===== src/rtl/dmem_arbiter.sv =====
// dmem_arbiter: shares the single-port DMEM between the core MEM stage and an ext loader/debug port.
// Build option: define DMEM_ARB_FAIR_EN to enable ext starvation avoidance (wait_cnt + ARB_EXT state);
// without it the core has strict priority and never stalls.
module dmem_arbiter #(
  parameter int ADDR_W   = 32,
  parameter int DATA_W   = 32,
  parameter int MAX_WAIT = 4
) (
  input  logic                clk,
  input  logic                reset_n,
  input  logic                core_req,
  input  logic                core_we,
  input  logic [ADDR_W-1:0]   core_addr,
  input  logic [DATA_W-1:0]   core_wdata,
  input  logic [DATA_W/8-1:0] core_be,
  output logic                core_gnt,
  output logic                core_stall,
  output logic                core_rvalid,
  output logic [DATA_W-1:0]   core_rdata,
  input  logic                ext_req,
  input  logic                ext_we,
  input  logic [ADDR_W-1:0]   ext_addr,
  input  logic [DATA_W-1:0]   ext_wdata,
  input  logic [DATA_W/8-1:0] ext_be,
  output logic                ext_gnt,
  output logic                ext_rvalid,
  output logic [DATA_W-1:0]   ext_rdata,
  output logic                mem_en,
  output logic                mem_we,
  output logic [ADDR_W-1:0]   mem_addr,
  output logic [DATA_W-1:0]   mem_wdata,
  output logic [DATA_W/8-1:0] mem_be,
  input  logic [DATA_W-1:0]   mem_rdata
);
  if (MAX_WAIT < 1 || MAX_WAIT > 15) begin : g_bad_max_wait
    $error("dmem_arbiter: MAX_WAIT must be in 1..15");
  end

  typedef enum logic [1:0] {RD_NONE, RD_CORE, RD_EXT} owner_t;
  owner_t rd_owner, rd_owner_nx;

`ifdef DMEM_ARB_FAIR_EN
  typedef enum logic {ARB_CORE, ARB_EXT} state_t;
  localparam logic [3:0] WAIT_MAX = 4'(MAX_WAIT);
  localparam logic [3:0] WAIT_TH  = 4'(MAX_WAIT - 1);
  state_t     state, state_nx;
  logic [3:0] wait_cnt, wait_cnt_nx;

  // arbitration state and ext wait counter
  always_ff @(posedge clk or negedge reset_n) begin
    if (!reset_n) begin
      state    <= ARB_CORE;
      wait_cnt <= 4'd0;
    end else begin
      state    <= state_nx;
      wait_cnt <= wait_cnt_nx;
    end
  end

  // grants, next state and wait counting; ARB_EXT lasts exactly one cycle
  always_comb begin
    core_gnt = core_req;
    ext_gnt  = ext_req & ~core_req;
    state_nx = state;
    if (state == ARB_EXT) begin
      ext_gnt  = ext_req;
      core_gnt = core_req & ~ext_req;
      state_nx = (ext_gnt | ~ext_req) ? ARB_CORE : ARB_EXT;
    end else if (ext_req & ~ext_gnt & (wait_cnt == WAIT_TH)) begin
      state_nx = ARB_EXT;
    end
    wait_cnt_nx = (ext_gnt | ~ext_req) ? 4'd0 : (wait_cnt == WAIT_MAX) ? wait_cnt : wait_cnt + 4'd1;
    core_stall  = core_req & ~core_gnt;
  end
`else
  // strict core priority; the core is never denied
  always_comb begin
    core_gnt   = core_req;
    ext_gnt    = ext_req & ~core_req;
    core_stall = 1'b0;
  end
`endif

  // DMEM command mux: fields of the granted port, quiet strobes when idle
  always_comb begin
    mem_en      = core_gnt | ext_gnt;
    mem_we      = ext_gnt ? ext_we : core_gnt & core_we;
    mem_addr    = ext_gnt ? ext_addr : core_addr;
    mem_wdata   = ext_gnt ? ext_wdata : core_wdata;
    mem_be      = ext_gnt ? ext_be : core_gnt ? core_be : '0;
    rd_owner_nx = (core_gnt & ~core_we) ? RD_CORE : (ext_gnt & ~ext_we) ? RD_EXT : RD_NONE;
  end

  // remember who issued last cycle's load so its data can be qualified
  always_ff @(posedge clk or negedge reset_n) begin
    if (!reset_n) rd_owner <= RD_NONE;
    else          rd_owner <= rd_owner_nx;
  end

  assign core_rvalid = (rd_owner == RD_CORE);
  assign ext_rvalid  = (rd_owner == RD_EXT);
  assign core_rdata  = mem_rdata;
  assign ext_rdata   = mem_rdata;
endmodule

===== config.mk =====
export PLATFORM = sky130hd
export DESIGN_NAME = dmem_arbiter
export DESIGN_NICKNAME = d
export VERILOG_FILES = /design/src/rtl/dmem_arbiter.sv
export SDC_FILE = /design/constraint.sdc
export NUM_CORES = 1
export LEC_CHECK = 0
export CAP_MARGIN = 20
export CORE_AREA = 2 2 120 122
export DETAILED_ROUTE_END_ITERATION = 12
export DIE_AREA = 0 0 122 124
export DONT_BUFFER_PORTS = 1
export HOLD_SLACK_MARGIN = 0.1
export PLACE_DENSITY = 0.31
export SYNTH_ARGS = -nofsm -noshare
export SYNTH_HDL_FRONTEND = slang
export SYNTH_SLANG_ARGS = --single-unit

===== constraint.sdc =====
create_clock -name clk -period 2.8 [get_ports clk]
set_input_delay 0.56 -clock clk [delete_from_list [all_inputs] [get_ports clk]]
set_output_delay 0.56 -clock clk [all_outputs]
set_load 0.1 [all_outputs]

==> impl_metrics.toml <==
[status]
status = "complete, no violations"

[clocking]
worst_setup_hold_path_clk_slew_ps = 30
ctsRootBufferMaster = "clkbuf_16"
cts_tree = "built"
post_cts_resized = 0
htreeDepth = 1
cts.sinks = 2
ctsLongestPathBuffers = 2
cts_made_buffers = 3
cts_post_setup_buffers_inserted = 0

[timing]
final_period_minus_worst_setup_slack_ps = 2449
slew_violations = 0
period_share = 0.8745
setup_ws_ps = 351.3
max_clock_freq_ghz = 0.4084
hold_viol_final = 0
worstMarginPinSlew_ps = 567.1
setup_viol = 0
timing.max_slew.rel_slack = 0.6236
grt_setup_unrepaired = "no"

[detailed_routing]
vias_per_cell = 3.190
totalWireLength_um = 4332
drcViolationCount = 0
routed-via-count = 890
drt.antenna.violating_nets = 0
route.detailed.wl_per_inst_um = 15.53
detail_route.first_pass.iterations = 4
number_of_drc_markers_in_iteration_0 = 14

[worst_setup_path]
crit_start = "core_req"
critical_path_required_ps = 2240
worstPathArrival_ps = 1890
worstSetupStartpointType = "primary input"
critical_path.max_fanout = 26
setup.worst_path.class = "in2out"
setup.worst_path.end_class = "output pin"

[grt]
grt_max_degree = 27
globalRouteTotalUtil = 0.04570
globalRoute.totalOverflow = 0
grt_antenna_before_repair = 1
grt_pass1_vias = 912
grt_pass1_wl_um = 5002

[floorplan]
die-area_sq_mm = 0.01513
chipHeight_um = 124
start_util = 0.1149
core.rowCount = 43
die_width_um = 122
pin_count = 313
core_area_sq_mm = 0.01372

[placed_design]
numPortBuffers = 0
gp_weighted_congestion = 0.6812
detailedPlace.worstSlack_ps = 335.8
hpwlAfterDp_um = 3891

[cells_and_area]
nNetsFinal = 275
largest_register_ff_count = 2
drive_above_1_share = 0.8687
final_layout_fill_cell_count = 1551
multiInputGateArea_sq_um = 982.2
layout-area-overhead-vs-synth_pct = -6.429
count_of_antenna_diodes_in_the_layout = 0
biggestRegsByFlops = "rd_owner x2"
largest-register = "rd_owner"
ff_latch_area_sq_um = 50.05

[power_and_ir_drop]
ir_drop_uv = 145.5
power.total_mw = 1.049
static_leakage_nw = 0.6370
power.density_cell_area_mw_per_mm2 = 711.1

[yosys]
yosysWarningCount = 0
synth_seq_cells = 2
ys_types = 16
syn-cell-area_sq_mm = 0.001577
postSynthAreaPerCell_sq_um = 9.915
synth_sequential_area_ratio = 0.03175
number_of_nets_produced_by_synthesis = 333
syn_inst = 159

[worst_hold_path]
hold_path.startpoint = "ext_we"
hold_path.class = "in2reg"

[job]
max_cap_violations = 0
==> cells in the mapped netlist (all sizes together) <==
cell type	number	area, sq um
buf	73	561.8
mux2	64	863.3
nand2	6	22.52
nor2b	3	18.77
o21ai	3	15.01
a22o	2	17.52
dfrtp	2	50.05
clkbuf	1	3.750
conb	1	3.750
inv	1	3.750
nand2b	1	6.260
nor2	1	3.750
or2	1	6.260
==> where the power goes <==
group	leakage (nW)	total (mW)	switching, mW	internal, mW
registers	0.0263	0.0315	0.00104	0.0304
logic	0.574	0.799	0.668	0.131
clock network	0.0370	0.218	0.0363	0.182
==> layout make-up <==
type                    instances  area share
well taps                     180      0.1527
clock buffers                   3     0.05089
multi-input cells              82      0.6658
inverters                       1    0.005089
flip-flops and latches          2     0.03393
repair buffers                 11     0.09160
==> per-stage QoR <==
| step | std cells | hold WS (ps) | area (sq um) | TNS [ps] | utilization |
|---|---|---|---|---|---|
| finish | 279 | 405.9 | 1475 | 0 | 0.1075 |
| global route | 279 | 402.0 | 1475 | 0 | 0.1075 |
| CTS | 279 | 403.6 | 1475 | 0 | 0.1075 |
| detailed placement | 275 | 264.5 | 1390 | 0 | 0.1013 |
| global placement | 275 | 264.5 | 1390 | 0 | 0.1013 |
| floorplan | 159 | 264.4 | 1582 | -1866 | - |
==> worst paths after layout <==
kind	to	slack (ps)	depth (start not counted)
max in group asynchronous	rd_owner[0]	2100	1
min in group asynchronous	rd_owner[1]	570	1
worst max-delay path	mem_addr[2]	350	3
worst min-delay path	rd_owner[1]	410	1
==> cells by family (layout without fill, tap and decap cells) <==
family,Yosys count,count (layout),synth area share
buf+inv,75,15,0.3611
mux,64,64,0.5476
simple gates,12,12,0.03651
compound gates,5,5,0.02063
flops,2,2,0.03175
other cells,1,1,0.002379
==> what timing repair did <==
item / in CTS / in global routing
endpoints found under the hold margin: 2 / 0
setup endpoints to repair: 0 / 0
hold buffers: 1 / 0
==> per-layer routing <==
| metal | track usage | share of wire |
|---|---|---|
| met2 | 0.09707 | 0.56 |
| met1 | 0.03678 | 0.26 |
| met3 | 0.02106 | 0.17 |
| met4 | 0.01149 | 0.0067 |
| met5 | 0 | 0.0037 |
==> worst max-delay path, cell delays in order <==
cell and delay (ps):
nand2b_4 460, buf_12 270, mux2_2 580
==> layout by cell type, fill, tap and decap left out, types with 2 or more instances in the layout <==
cell / count
buf_12: 4
nand2_1: 6
mux2_2: 26
o21ai_2: 3
buf_4: 6
dfrtp_1: 2
clkbuf_16: 3
nor2b_2: 2
mux2_4: 38
No activity file was read; power rests on OpenSTA's default activity.
